## src/rtl/cfu_pkg.sv

```systemverilog
// Shared opcodes, FSM state encoding and response constants for the CFU dot-product sequencer.
package cfu_pkg;

  localparam logic [2:0] OP_PUSH     = 3'b000;
  localparam logic [2:0] OP_BIAS     = 3'b001;
  localparam logic [2:0] OP_RUN      = 3'b010;
  localparam logic [2:0] OP_RUN_RELU = 3'b011;
  localparam logic [2:0] OP_STATUS   = 3'b100;
  localparam logic [2:0] OP_CLEAR    = 3'b101;

  localparam logic [31:0] FULL_RESP = 32'hFFFF_FFFF;

  typedef enum logic [2:0] {
    ST_IDLE,
    ST_ISSUE,
    ST_WAIT,
    ST_FINAL,
    ST_RESP
  } state_e;

endpackage

```

## src/rtl/cfu_operand_fifo.sv

```systemverilog
// First-word-fall-through operand FIFO holding packed {rs1, rs2} pairs.
module cfu_operand_fifo #(
  parameter int DATA_W = 64,
  parameter int DEPTH  = 8
) (
  input  logic                       i_clk,
  input  logic                       i_rst_n,
  input  logic                       i_push,
  input  logic [DATA_W-1:0]          i_data,
  input  logic                       i_pop,
  input  logic                       i_flush,
  output logic [DATA_W-1:0]          o_data,
  output logic                       o_full,
  output logic                       o_empty,
  output logic [$clog2(DEPTH):0]     o_count
);

  localparam int AW = $clog2(DEPTH);

  logic [DATA_W-1:0] mem_q [DEPTH];
  logic [DATA_W-1:0] mem_d [DEPTH];
  logic [AW-1:0]     wr_ptr_q, wr_ptr_d;
  logic [AW-1:0]     rd_ptr_q, rd_ptr_d;
  logic [AW:0]       count_q, count_d;
  logic              do_push;
  logic              do_pop;

  assign o_full  = (count_q == (AW+1)'(DEPTH));
  assign o_empty = (count_q == '0);
  assign o_count = count_q;
  assign o_data  = mem_q[rd_ptr_q];

  // Pointers wrap naturally because DEPTH is a power of two.
  always_comb begin
    mem_d    = mem_q;
    wr_ptr_d = wr_ptr_q;
    rd_ptr_d = rd_ptr_q;
    count_d  = count_q;
    do_push  = i_push && !o_full;
    do_pop   = i_pop && !o_empty;
    if (i_flush) begin
      wr_ptr_d = '0;
      rd_ptr_d = '0;
      count_d  = '0;
    end else begin
      if (do_push) begin
        mem_d[wr_ptr_q] = i_data;
        wr_ptr_d        = wr_ptr_q + 1'b1;
      end
      if (do_pop) begin
        rd_ptr_d = rd_ptr_q + 1'b1;
      end
      case ({do_push, do_pop})
        2'b10:   count_d = count_q + 1'b1;
        2'b01:   count_d = count_q - 1'b1;
        default: count_d = count_q;
      endcase
    end
  end

  always_ff @(posedge i_clk) begin
    if (!i_rst_n) begin
      for (int i = 0; i < DEPTH; i++) begin
        mem_q[i] <= '0;
      end
      wr_ptr_q <= '0;
      rd_ptr_q <= '0;
      count_q  <= '0;
    end else begin
      mem_q    <= mem_d;
      wr_ptr_q <= wr_ptr_d;
      rd_ptr_q <= rd_ptr_d;
      count_q  <= count_d;
    end
  end

endmodule

```

## src/rtl/cfu_dot_sequencer.sv

```systemverilog
// CFU-facing sequencer: queues operand pairs, streams them through a shared MAC,
// then biases, quantises, optionally ReLUs and clamps the accumulated sum.
module cfu_dot_sequencer
  import cfu_pkg::*;
#(
  parameter int WIDTH = 32,
  parameter int DEPTH = 8,
  parameter int SHIFT = 5,
  parameter int QMIN  = -8,
  parameter int QMAX  = 7
) (
  input  logic             i_clk,
  input  logic             i_rst_n,
  input  logic             i_cfu_valid,
  input  logic [2:0]       i_cfu_op,
  input  logic [WIDTH-1:0] i_cfu_rs1,
  input  logic [WIDTH-1:0] i_cfu_rs2,
  output logic             o_cfu_ready,
  output logic [WIDTH-1:0] o_cfu_rd,
  output logic             o_mac_valid,
  output logic [WIDTH-1:0] o_mac_a,
  output logic [WIDTH-1:0] o_mac_b,
  input  logic             i_mac_ready,
  input  logic             i_mac_rvalid,
  input  logic [WIDTH-1:0] i_mac_sum,
  output logic             o_busy
);

  localparam int CW = $clog2(DEPTH) + 1;
  localparam logic signed [WIDTH-1:0] QMIN_W = WIDTH'(QMIN);
  localparam logic signed [WIDTH-1:0] QMAX_W = WIDTH'(QMAX);

  state_e                  state_q, state_d;
  logic signed [WIDTH-1:0] acc_q, acc_d;
  logic signed [WIDTH-1:0] bias_q, bias_d;
  logic                    relu_q, relu_d;
  logic                    resp_valid_q, resp_valid_d;
  logic [WIDTH-1:0]        resp_data_q, resp_data_d;

  logic                    fifo_push;
  logic                    fifo_pop;
  logic                    fifo_flush;
  logic [2*WIDTH-1:0]      fifo_head;
  logic                    fifo_full;
  logic                    fifo_empty;
  logic [CW-1:0]           fifo_count;

  logic                    busy;
  logic                    cmd_fire;
  logic signed [WIDTH-1:0] sum_biased;
  logic signed [WIDTH-1:0] sum_relu;
  logic signed [WIDTH-1:0] sum_shift;
  logic signed [WIDTH-1:0] clamped;

  cfu_operand_fifo #(
    .DATA_W (2*WIDTH),
    .DEPTH  (DEPTH)
  ) u_fifo (
    .i_clk   (i_clk),
    .i_rst_n (i_rst_n),
    .i_push  (fifo_push),
    .i_data  ({i_cfu_rs1, i_cfu_rs2}),
    .i_pop   (fifo_pop),
    .i_flush (fifo_flush),
    .o_data  (fifo_head),
    .o_full  (fifo_full),
    .o_empty (fifo_empty),
    .o_count (fifo_count)
  );

  // A command held across its own response strobe must not be taken twice.
  assign busy        = (state_q != ST_IDLE);
  assign cmd_fire    = (state_q == ST_IDLE) && i_cfu_valid && !resp_valid_q;
  assign o_busy      = busy;
  assign o_cfu_ready = resp_valid_q;
  assign o_cfu_rd    = resp_valid_q ? resp_data_q : '0;

  always_comb begin
    sum_biased = acc_q + bias_q;
    sum_relu   = (relu_q && sum_biased[WIDTH-1]) ? '0 : sum_biased;
    sum_shift  = sum_relu >>> SHIFT;
    if (sum_shift < QMIN_W) begin
      clamped = QMIN_W;
    end else if (sum_shift > QMAX_W) begin
      clamped = QMAX_W;
    end else begin
      clamped = sum_shift;
    end
  end

  always_comb begin
    state_d      = state_q;
    acc_d        = acc_q;
    bias_d       = bias_q;
    relu_d       = relu_q;
    resp_valid_d = 1'b0;
    resp_data_d  = '0;
    fifo_push    = 1'b0;
    fifo_pop     = 1'b0;
    fifo_flush   = 1'b0;
    o_mac_valid  = 1'b0;
    o_mac_a      = '0;
    o_mac_b      = '0;

    case (state_q)
      ST_IDLE: begin
        if (cmd_fire) begin
          case (i_cfu_op)
            OP_PUSH: begin
              resp_valid_d = 1'b1;
              if (!fifo_full) begin
                fifo_push   = 1'b1;
                resp_data_d = WIDTH'(fifo_count) + WIDTH'(1);
              end else begin
                resp_data_d = WIDTH'(FULL_RESP);
              end
            end
            OP_BIAS: begin
              bias_d       = i_cfu_rs1;
              resp_valid_d = 1'b1;
            end
            OP_RUN, OP_RUN_RELU: begin
              acc_d   = '0;
              relu_d  = i_cfu_op[0];
              state_d = fifo_empty ? ST_FINAL : ST_ISSUE;
            end
            OP_STATUS: begin
              resp_valid_d = 1'b1;
              resp_data_d  = WIDTH'({16'(fifo_count), 15'b0, busy});
            end
            OP_CLEAR: begin
              fifo_flush   = 1'b1;
              acc_d        = '0;
              bias_d       = '0;
              resp_valid_d = 1'b1;
            end
            default: begin
              resp_valid_d = 1'b1;
            end
          endcase
        end
      end
      ST_ISSUE: begin
        o_mac_valid = 1'b1;
        o_mac_a     = fifo_head[2*WIDTH-1:WIDTH];
        o_mac_b     = fifo_head[WIDTH-1:0];
        if (i_mac_ready) begin
          fifo_pop = 1'b1;
          state_d  = ST_WAIT;
        end
      end
      // The head was popped on accept, so empty here means this was the last pair.
      ST_WAIT: begin
        if (i_mac_rvalid) begin
          acc_d   = acc_q + $signed(i_mac_sum);
          state_d = fifo_empty ? ST_FINAL : ST_ISSUE;
        end
      end
      ST_FINAL: begin
        resp_valid_d = 1'b1;
        resp_data_d  = clamped;
        state_d      = ST_RESP;
      end
      ST_RESP: begin
        state_d = ST_IDLE;
      end
      default: begin
        state_d = ST_IDLE;
      end
    endcase
  end

  always_ff @(posedge i_clk) begin
    if (!i_rst_n) begin
      state_q      <= ST_IDLE;
      acc_q        <= '0;
      bias_q       <= '0;
      relu_q       <= 1'b0;
      resp_valid_q <= 1'b0;
      resp_data_q  <= '0;
    end else begin
      state_q      <= state_d;
      acc_q        <= acc_d;
      bias_q       <= bias_d;
      relu_q       <= relu_d;
      resp_valid_q <= resp_valid_d;
      resp_data_q  <= resp_data_d;
    end
  end

endmodule

```

## config.mk

```make
export PLATFORM = sky130hd
export DESIGN_NAME = cfu_dot_sequencer
export DESIGN_NICKNAME = d
export VERILOG_FILES = /design/src/rtl/cfu_pkg.sv /design/src/rtl/cfu_operand_fifo.sv /design/src/rtl/cfu_dot_sequencer.sv
export SDC_FILE = /design/constraint.sdc
export NUM_CORES = 2
export LEC_CHECK = 0
export BUFFER_PORTS_ARGS = -buffer_cell sky130_fd_sc_hd__buf_4
export CAP_MARGIN = 0
export CORE_ASPECT_RATIO = 0.8
export CORE_MARGIN = 3
export CORE_UTILIZATION = 46
export DETAILED_ROUTE_END_ITERATION = 10
export MAX_ROUTING_LAYER = met4
export SLEW_MARGIN = 15
export SYNTH_ARGS = -nofsm -noshare
export SYNTH_HDL_FRONTEND = slang
export SYNTH_HIERARCHICAL = 1
export SYNTH_SLANG_ARGS = --single-unit
```

## constraint.sdc

```tcl
create_clock -name i_clk -period 4.1 [get_ports i_clk]
set_input_delay 0.205 -clock i_clk [delete_from_list [all_inputs] [get_ports i_clk]]
set_output_delay 0.205 -clock i_clk [all_outputs]
set_load 0.03 [all_outputs]
```

# Word level (Yosys, flattened, before mapping)

Index checks and enable logic that the tools add are counted.
W data, S select, Z words.

Input bits: 104
Bits in latches: 0
Output and inout port bits: 99
Memories: 0
Flip-flop bits (word level): 623
Word-level logic and storage cells: 114
Bits in writable memories: 0
Bits in read-only memories: 0

Shift operators: 0
$add $sub $neg: 7
Div/mod/pow operators: 0
Equality and inequality tests: 16
Multiplexer cells: 41
Order comparisons: 5
$mul: 0
Bitwise operators: 4
Reduce and logical (&&, ||, !) cells: 24

Operator list:

| operator              | count |
|---|---|
| $bwmux W512           | 1 |
| $mux W32              | 11 |
| $pmux W32 S2          | 4 |
| $bmux W64 S3          | 1 |
| $demux W64 S3         | 1 |
| $mux W64              | 3 |
| $add A32 B32 Y32      | 2 |
| $gt A27 B4 Y1 const B | 1 |
| $lt A27 B4 Y1 const B | 1 |
| $eq A3 B2 Y1 const B  | 4 |
| $mux W1               | 12 |
| $mux W3               | 4 |
| $pmux W3 S4           | 1 |
| $ge A4 B4 Y1 const B  | 2 |
| $ne A2 B2 Y1 const B  | 4 |
| $not A3 Y4            | 2 |
| $pmux W4 S2           | 1 |
| $reduce_and A4 Y1     | 2 |
| $add A3 B1 Y3 const B | 2 |
| $eq A3 B1 Y1 const B  | 2 |
| $eq A3 B3 Y1 const B  | 2 |
| $logic_and A1 B1 Y1   | 6 |
| $logic_not A3 Y1      | 2 |
| $reduce_and A3 Y1     | 2 |
| 18 further kinds      | 24 |

# Logic depth before layout (Yosys ltp)

Depth after elaboration: 8
Gate-level depth with buffers: 14
Depth with buffers taken out: 12

# Cells and area by module

The synthesis kept the hierarchy.

Modules (own cells, without submodules):

| module            | seq. area each (sq um) | area each (sq um) | instances | cells an instance |
|---|---|---|---|---|
| cfu_operand_fifo  | 10450.0                | 22813.1           | 1         | 2019 |
| cfu_dot_sequencer | 1921.8                 | 7497.2            | 1         | 974 |

# Worst setup path before layout

Ideal clock, no wire load.

Path kind: register -> register
From: register state_q[1]
To: register u_fifo.count_q[3], in the netlist u_fifo/o_count[3]
Period minus slack after synthesis: 3586 ps
Buffers on the path: 1
Library setup time: 127 ps
Data required time: 3973 ps
Setup slack: 514 ps
Stages on the path, launching flop included: 13
Arrival: 3459 ps
Path through: dfxtp_1 > clkbuf_1 > or3_1 > or2_2 > nor4_1 > nor2b_1 > nand2_4 > ha_1 > ha_1 > nand3_1 > and4b_1 > o21ai_0 > o31ai_1

Longest elaborated chain between the ends: 8
Elaborated cells on any way between the ends: 16
Classes of those cells: eq/ne (3); mux (6); reduce/logical (7)

RTL lines:

| what                                                     | line                                              | source |
|---|---|---|
| start, declared                                          | cfu_dot_sequencer.sv:33                           | `state_e state_q, state_d;` |
| start signal, assigned                                   | cfu_dot_sequencer.sv:182                          | `state_q <= state_d;` |
| $logic_not A3 Y1 *                                       | cfu_dot_sequencer.sv:73, cfu_dot_sequencer.sv:105 |  |
| $logic_and A1 B1 Y1 (2 in a row)                         | cfu_dot_sequencer.sv:73                           | `assign cmd_fire = (state_q == ST_IDLE) && i_cfu_valid && !resp_valid_q;` |
| $mux W1                                                  | cfu_dot_sequencer.sv:107                          | `if (cmd_fire) begin` |
| $mux W1 *                                                | cfu_dot_sequencer.sv:105                          | `case (state_q)` |
| net fifo_push                                            | cfu_dot_sequencer.sv:40                           | `logic fifo_push;` |
| $logic_and A1 B1 Y1 *                                    | cfu_operand_fifo.sv:39                            | `do_push = i_push && !o_full;` |
| $eq A2 B1 Y1 / $eq A2 B2 Y1 (equally long branches)      | cfu_operand_fifo.sv:53                            | `case ({do_push, do_pop})` |
| $pmux W4 S2 / $reduce_bool A2 Y1 (equally long branches) | n/a                                               |  |
| end signal, assigned                                     | cfu_operand_fifo.sv:73                            | `count_q <= count_d;` |
| end, declared                                            | cfu_operand_fifo.sv:24                            | `logic [AW:0] count_q, count_d;` |

Mark *: on every way through the listed nets, which the timed path passes. The rest lies on a longest branch.
A chain may end at the register's enable or synchronous reset.

# Worst setup path after layout

From: register acc_q[2]
To: register resp_data_q[1]

Longest elaborated chain between the ends: 7
Elaborated cells on any way between the ends: 8
Classes of those cells: add/sub (1); order compare (2); mux (4); reduce/logical (1)

RTL lines:

| what                   | line                     | source |
|---|---|---|
| start, declared        | cfu_dot_sequencer.sv:34  | `logic signed [WIDTH-1:0] acc_q, acc_d;` |
| start signal, assigned | cfu_dot_sequencer.sv:176 | `acc_q <= '0;` |
| start signal, assigned | cfu_dot_sequencer.sv:183 | `acc_q <= acc_d;` |
| $add A32 B32 Y32 *     | cfu_dot_sequencer.sv:79  | `sum_biased = acc_q + bias_q;` |
| $logic_and A1 B1 Y1    | cfu_dot_sequencer.sv:80  | `sum_relu = (relu_q && sum_biased[WIDTH-1]) ? '0 : sum_biased;` |
| $mux W32 *             | cfu_dot_sequencer.sv:80  |  |
| $gt A27 B4 Y1          | cfu_dot_sequencer.sv:84  | `end else if (sum_shift > QMAX_W) begin` |
| $mux W32               | cfu_dot_sequencer.sv:84  |  |
| $mux W32 *             | cfu_dot_sequencer.sv:82  | `if (sum_shift < QMIN_W) begin` |
| $pmux W32 S2 *         | cfu_dot_sequencer.sv:105 |  |
| end signal, assigned   | cfu_dot_sequencer.sv:187 | `resp_data_q <= resp_data_d;` |
| end, declared          | cfu_dot_sequencer.sv:38  | `logic [WIDTH-1:0] resp_data_q, resp_data_d;` |

Every way passes the cells marked *; elsewhere a longest branch is shown, timed or not.

==> run_results.csv <==
group,metric,value,unit
status,status,"completed",
detailed_routing,wl,78700,um
logic_synthesis,synth_fp_nets,3166,
power_and_ir_drop,power_frac_comb,0.063,
logic_synthesis,synth-seq-area-share,0.408,
cts,cts_tree,"yes",
layout,layout-drive-gt1-share,0.184,
logic_synthesis,synth_ff_type,"dfxtp_1",
worst_setup_path,critPathLaunchType,"register",
die,ios,203,
power_and_ir_drop,p_seq_frac,0.478,
detailed_routing,vias,22300,
run,drv_cap,0,
power_and_ir_drop,switching_share,0.236,
worst_setup_path,worstReg2RegStart,"acc_q[2]",
placement,dp_hpwl,49500,um
timing,post-route-period-util,0.906,
timing,period_needed,3.72,ns
logic_synthesis,synth_edf_count,0,
detailed_routing,ant_nets,0,
detailed_routing,post-route-drc-count,0,
min_path,holdPathEnd,"bias_q[12]",
grt,grt-ovfl-total,0,
cts,hold_buffers,35,
grt,grt_usage,0.231,
die,rows,83,
cts,insertion_delay,0.63,ns
logic_synthesis,synthTopCellsByArea,"dfxtp_1 41%, mux2i_1 17%, mux4_2 9.5%",
die,die_x,293,um
worst_setup_path,critPathMaxFanout,4,
min_path,hp-start,"i_cfu_rs1[12]",
power_and_ir_drop,switchingPower,2.99,mW
die,coreArea,64700,um^2
logic_synthesis,ys_warn_count,6,
detailed_routing,viasPerCell,5.54,
timing,setup_viol,0,
worst_setup_path,worstPathArrival,4.20,ns
power_and_ir_drop,p_int,9.70,mW
layout,synthToLayoutAreaGrowth,14.3,%
layout,regArea,12400,um^2
placement,portBuffers,202,
logic_synthesis,syn_area,30300,um^2
logic_synthesis,yosys.area.top_type_share,0.408,
logic_synthesis,yosysTopAreaCell,"dfxtp_1",
detailed_routing,wire_per_inst,19.6,um
layout,fill_cells,5661,
timing,finClkSkew,0.0132,ns
logic_synthesis,syn_inst,2993,
cts,cts_num_sinks,618,
worst_setup_path,crit_chain,"ha_1, a21oi_1, a21oi_1, o311ai_0, o221ai_1, xor2_1, or3_1, nor4_1, nand4_1, o21ai_0, a41oi_1",
min_path,min_delay_path_depth,4,
timing,fin_setup_tns,0,ns
cts,htree_levels,2,
die,die_area,69000,um^2
grt,grt_pass1_vias,22700,
logic_synthesis,synth.distinct_cells,75,
cts,post_cts_buffers,0,
cts,cts-buffers-inserted,61,
placement,gp_congestion,0.882,
min_path,holdCritPathClass,"in -> reg",
timing,hold_viol,0,
worst_setup_path,rr_worst_depth,11,
timing,worstMarginPinSlew,0.883,ns
worst_setup_path,required,4.58,ns
timing,slew_viol_final,0,
power_and_ir_drop,irDropWorstVdd,0.000333,V
die,die_y,236,um
grt,grt_pass1_wl,125000,um
power_and_ir_drop,leakage,14.0,nW
worst_setup_path,reg2reg_slack,0.38,ns
layout,nets,3294,
detailed_routing,dr.pass1.iters,5,
worst_setup_path,reg2reg_to,"resp_data_q[1]",
logic_synthesis,synth_async_sr_flop_share,0,
worst_setup_path,critPathKind,"reg -> reg",
cts,cts_root_buf,"clkbuf_16",
timing,rsz0062_at_grt,"false",
logic_synthesis,syn_area_per_cell,10.1,um^2
worst_setup_path,slowest_stage,"o311ai_0",
grt,grt_max_degree,113,
power_and_ir_drop,pwr-share-clk,0.459,
timing,max-slew-margin-rel,0.411,
power_and_ir_drop,powerDensity,366,nW/um^2
worst_setup_path,cp-end-kind,"register",
layout,multi_input_area,16500,um^2
cts,post_cts_resized,0,
detailed_routing,drtIter0Drc,1331,
cts,clk_pin_slew,0.06,ns
timing,fmax,0.269,GHz
worst_setup_path,slowest_delay,0.54,ns
logic_synthesis,ys_ff_latch,618,
grt,antenna_found_initial,2,
worst_setup_path,cp_common_cell,"a21oi_1",
timing,holdWs,0.0283,ns
die,initial_core_util,0.468,
cts,clk_path_buf_depth,3,
[cells by family (layout without fill, tap and decap cells)]
| family | after synthesis | in the layout | synth area share |
|---|---|---|---|
| compound gates | 264 | 264 | 0.0565 |
| xor+xnor | 53 | 53 | 0.0153 |
| fa+ha+maj | 69 | 69 | 0.0290 |
| buf+inv | 248 | 427 | 0.0474 |
| flops | 618 | 618 | 0.408 |
| mux | 713 | 713 | 0.291 |
| other cells | 0 | 1 | 0 |
| simple gates | 1028 | 1028 | 0.153 |
[flip-flops by register name (all words and copies together) (netlist names)]
| signal | count |
|---|---|
| u_fifo/o_count | 4 |
| relu_q | 1 |
| resp_data_q | 27 |
| u_fifo/mem_q | 512 |
| u_fifo/wr_ptr_q | 3 |
| o_cfu_ready | 1 |
| bias_q | 32 |
| acc_q | 32 |
| u_fifo/rd_ptr_q | 3 |
| state_q | 3 |
[worst max-delay path, delay by kind of cell, from the launching register on]
family	cells	cell delay (ns)
AO/OA/AOI/OAI	6	1.74
AND/OR/NAND/NOR	3	0.98
flip-flops	1	0.33
adder cells (fa/ha/maj)	1	0.31
XOR/XNOR	1	0.21
[stage by stage]
step / setup slack [ns] / cells / utilization / instance area [um^2] / power (mW)
after floorplan: 0.514 / 2993 / - / 30300 / 6.70
after CTS: 0.466 / 4022 / 0.536 / 34600 / 12.9
after global routing: 0.168 / 4022 / 0.536 / 34600 / 13.2
after detailed placement: 0.493 / 3873 / 0.497 / 32200 / 6.97
after global placement: 0.524 / 3873 / 0.497 / 32200 / 6.95
final: 0.385 / 4023 / 0.536 / 34700 / 12.7
[final cells by class]
cell class | count | area share
clock inverter | 24 | 0.00845
clock buffer | 90 | 0.0530
antenna | 1 | 0.0000722
multi-input combinational | 2127 | 0.478
inverter | 33 | 0.00357
sequential | 618 | 0.357
tap | 850 | 0.0307
timing repair buffer | 280 | 0.0692
[synthesized netlist by cell type, drive strengths merged (15+ instances only)]
cell type / instances
inv: 33
nor2: 125
nor3b: 34
a21o: 22
mux2i: 519
xor2: 15
clkbuf: 123
a21oi: 105
nor3: 21
buf: 92
a22oi: 20
dfxtp: 618
nand2: 626
mux2: 66
ha: 67
mux4: 128
xnor2: 38
and2: 98
nand4: 19
o21ai: 29
nand3: 32
[cells in the final DEF, fill, tap and decap left out, drive strengths merged, types with 34 or more instances in the layout]
master | netlist | layout
nand2 | 626 | 626
dfxtp | 618 | 618
mux2i | 519 | 519
buf | 92 | 245
mux4 | 128 | 128
nor2 | 125 | 125
a21oi | 105 | 105
and2 | 98 | 98
clkbuf | 123 | 90
ha | 67 | 67
mux2 | 66 | 66
xnor2 | 38 | 38
dlygate4sd3 | 0 | 35
inv | 33 | 35
nor3b | 34 | 34
[layer usage]
layer / global-route usage / wire length [um]
met1: 0.309 / 36900
met3: 0.0277 / 3090
met2: 0.370 / 36700
met4: 0.0643 / 2000
met5: - / 0
[power groups by stage]
| stage | Sequential (mW) | Clock, mW | Combinational [mW] |
|---|---|---|---|
| 4_1_cts | 6.07 | 5.99 | 0.798 |
| 5_1_grt | 6.07 | 6.24 | 0.879 |
| 3_5_place_dp | 6.20 | 0 | 0.768 |
| 6_report | 6.07 | 5.83 | 0.798 |
| 2_1_floorplan | 6.19 | 0 | 0.504 |
| 3_3_place_gp | 6.20 | 0 | 0.752 |
[how the worst max path moves through the flow]
| stage | depth (start not counted) | start | slack [ns] | endpoint |
|---|---|---|---|---|
| finish | 11 | acc_q[2] | 0.38 | resp_data_q[1] |
| global route | 11 | acc_q[2] | 0.17 | resp_data_q[1] |
| CTS | 11 | acc_q[14] | 0.47 | resp_data_q[1] |
| detailed placement | 11 | acc_q[9] | 0.49 | resp_data_q[1] |
| global placement | 11 | acc_q[2] | 0.52 | resp_data_q[1] |
| floorplan | 12 | state_q[1] | 0.51 | u_fifo/o_count[3] |
No activity file was read; power rests on OpenSTA's default activity.
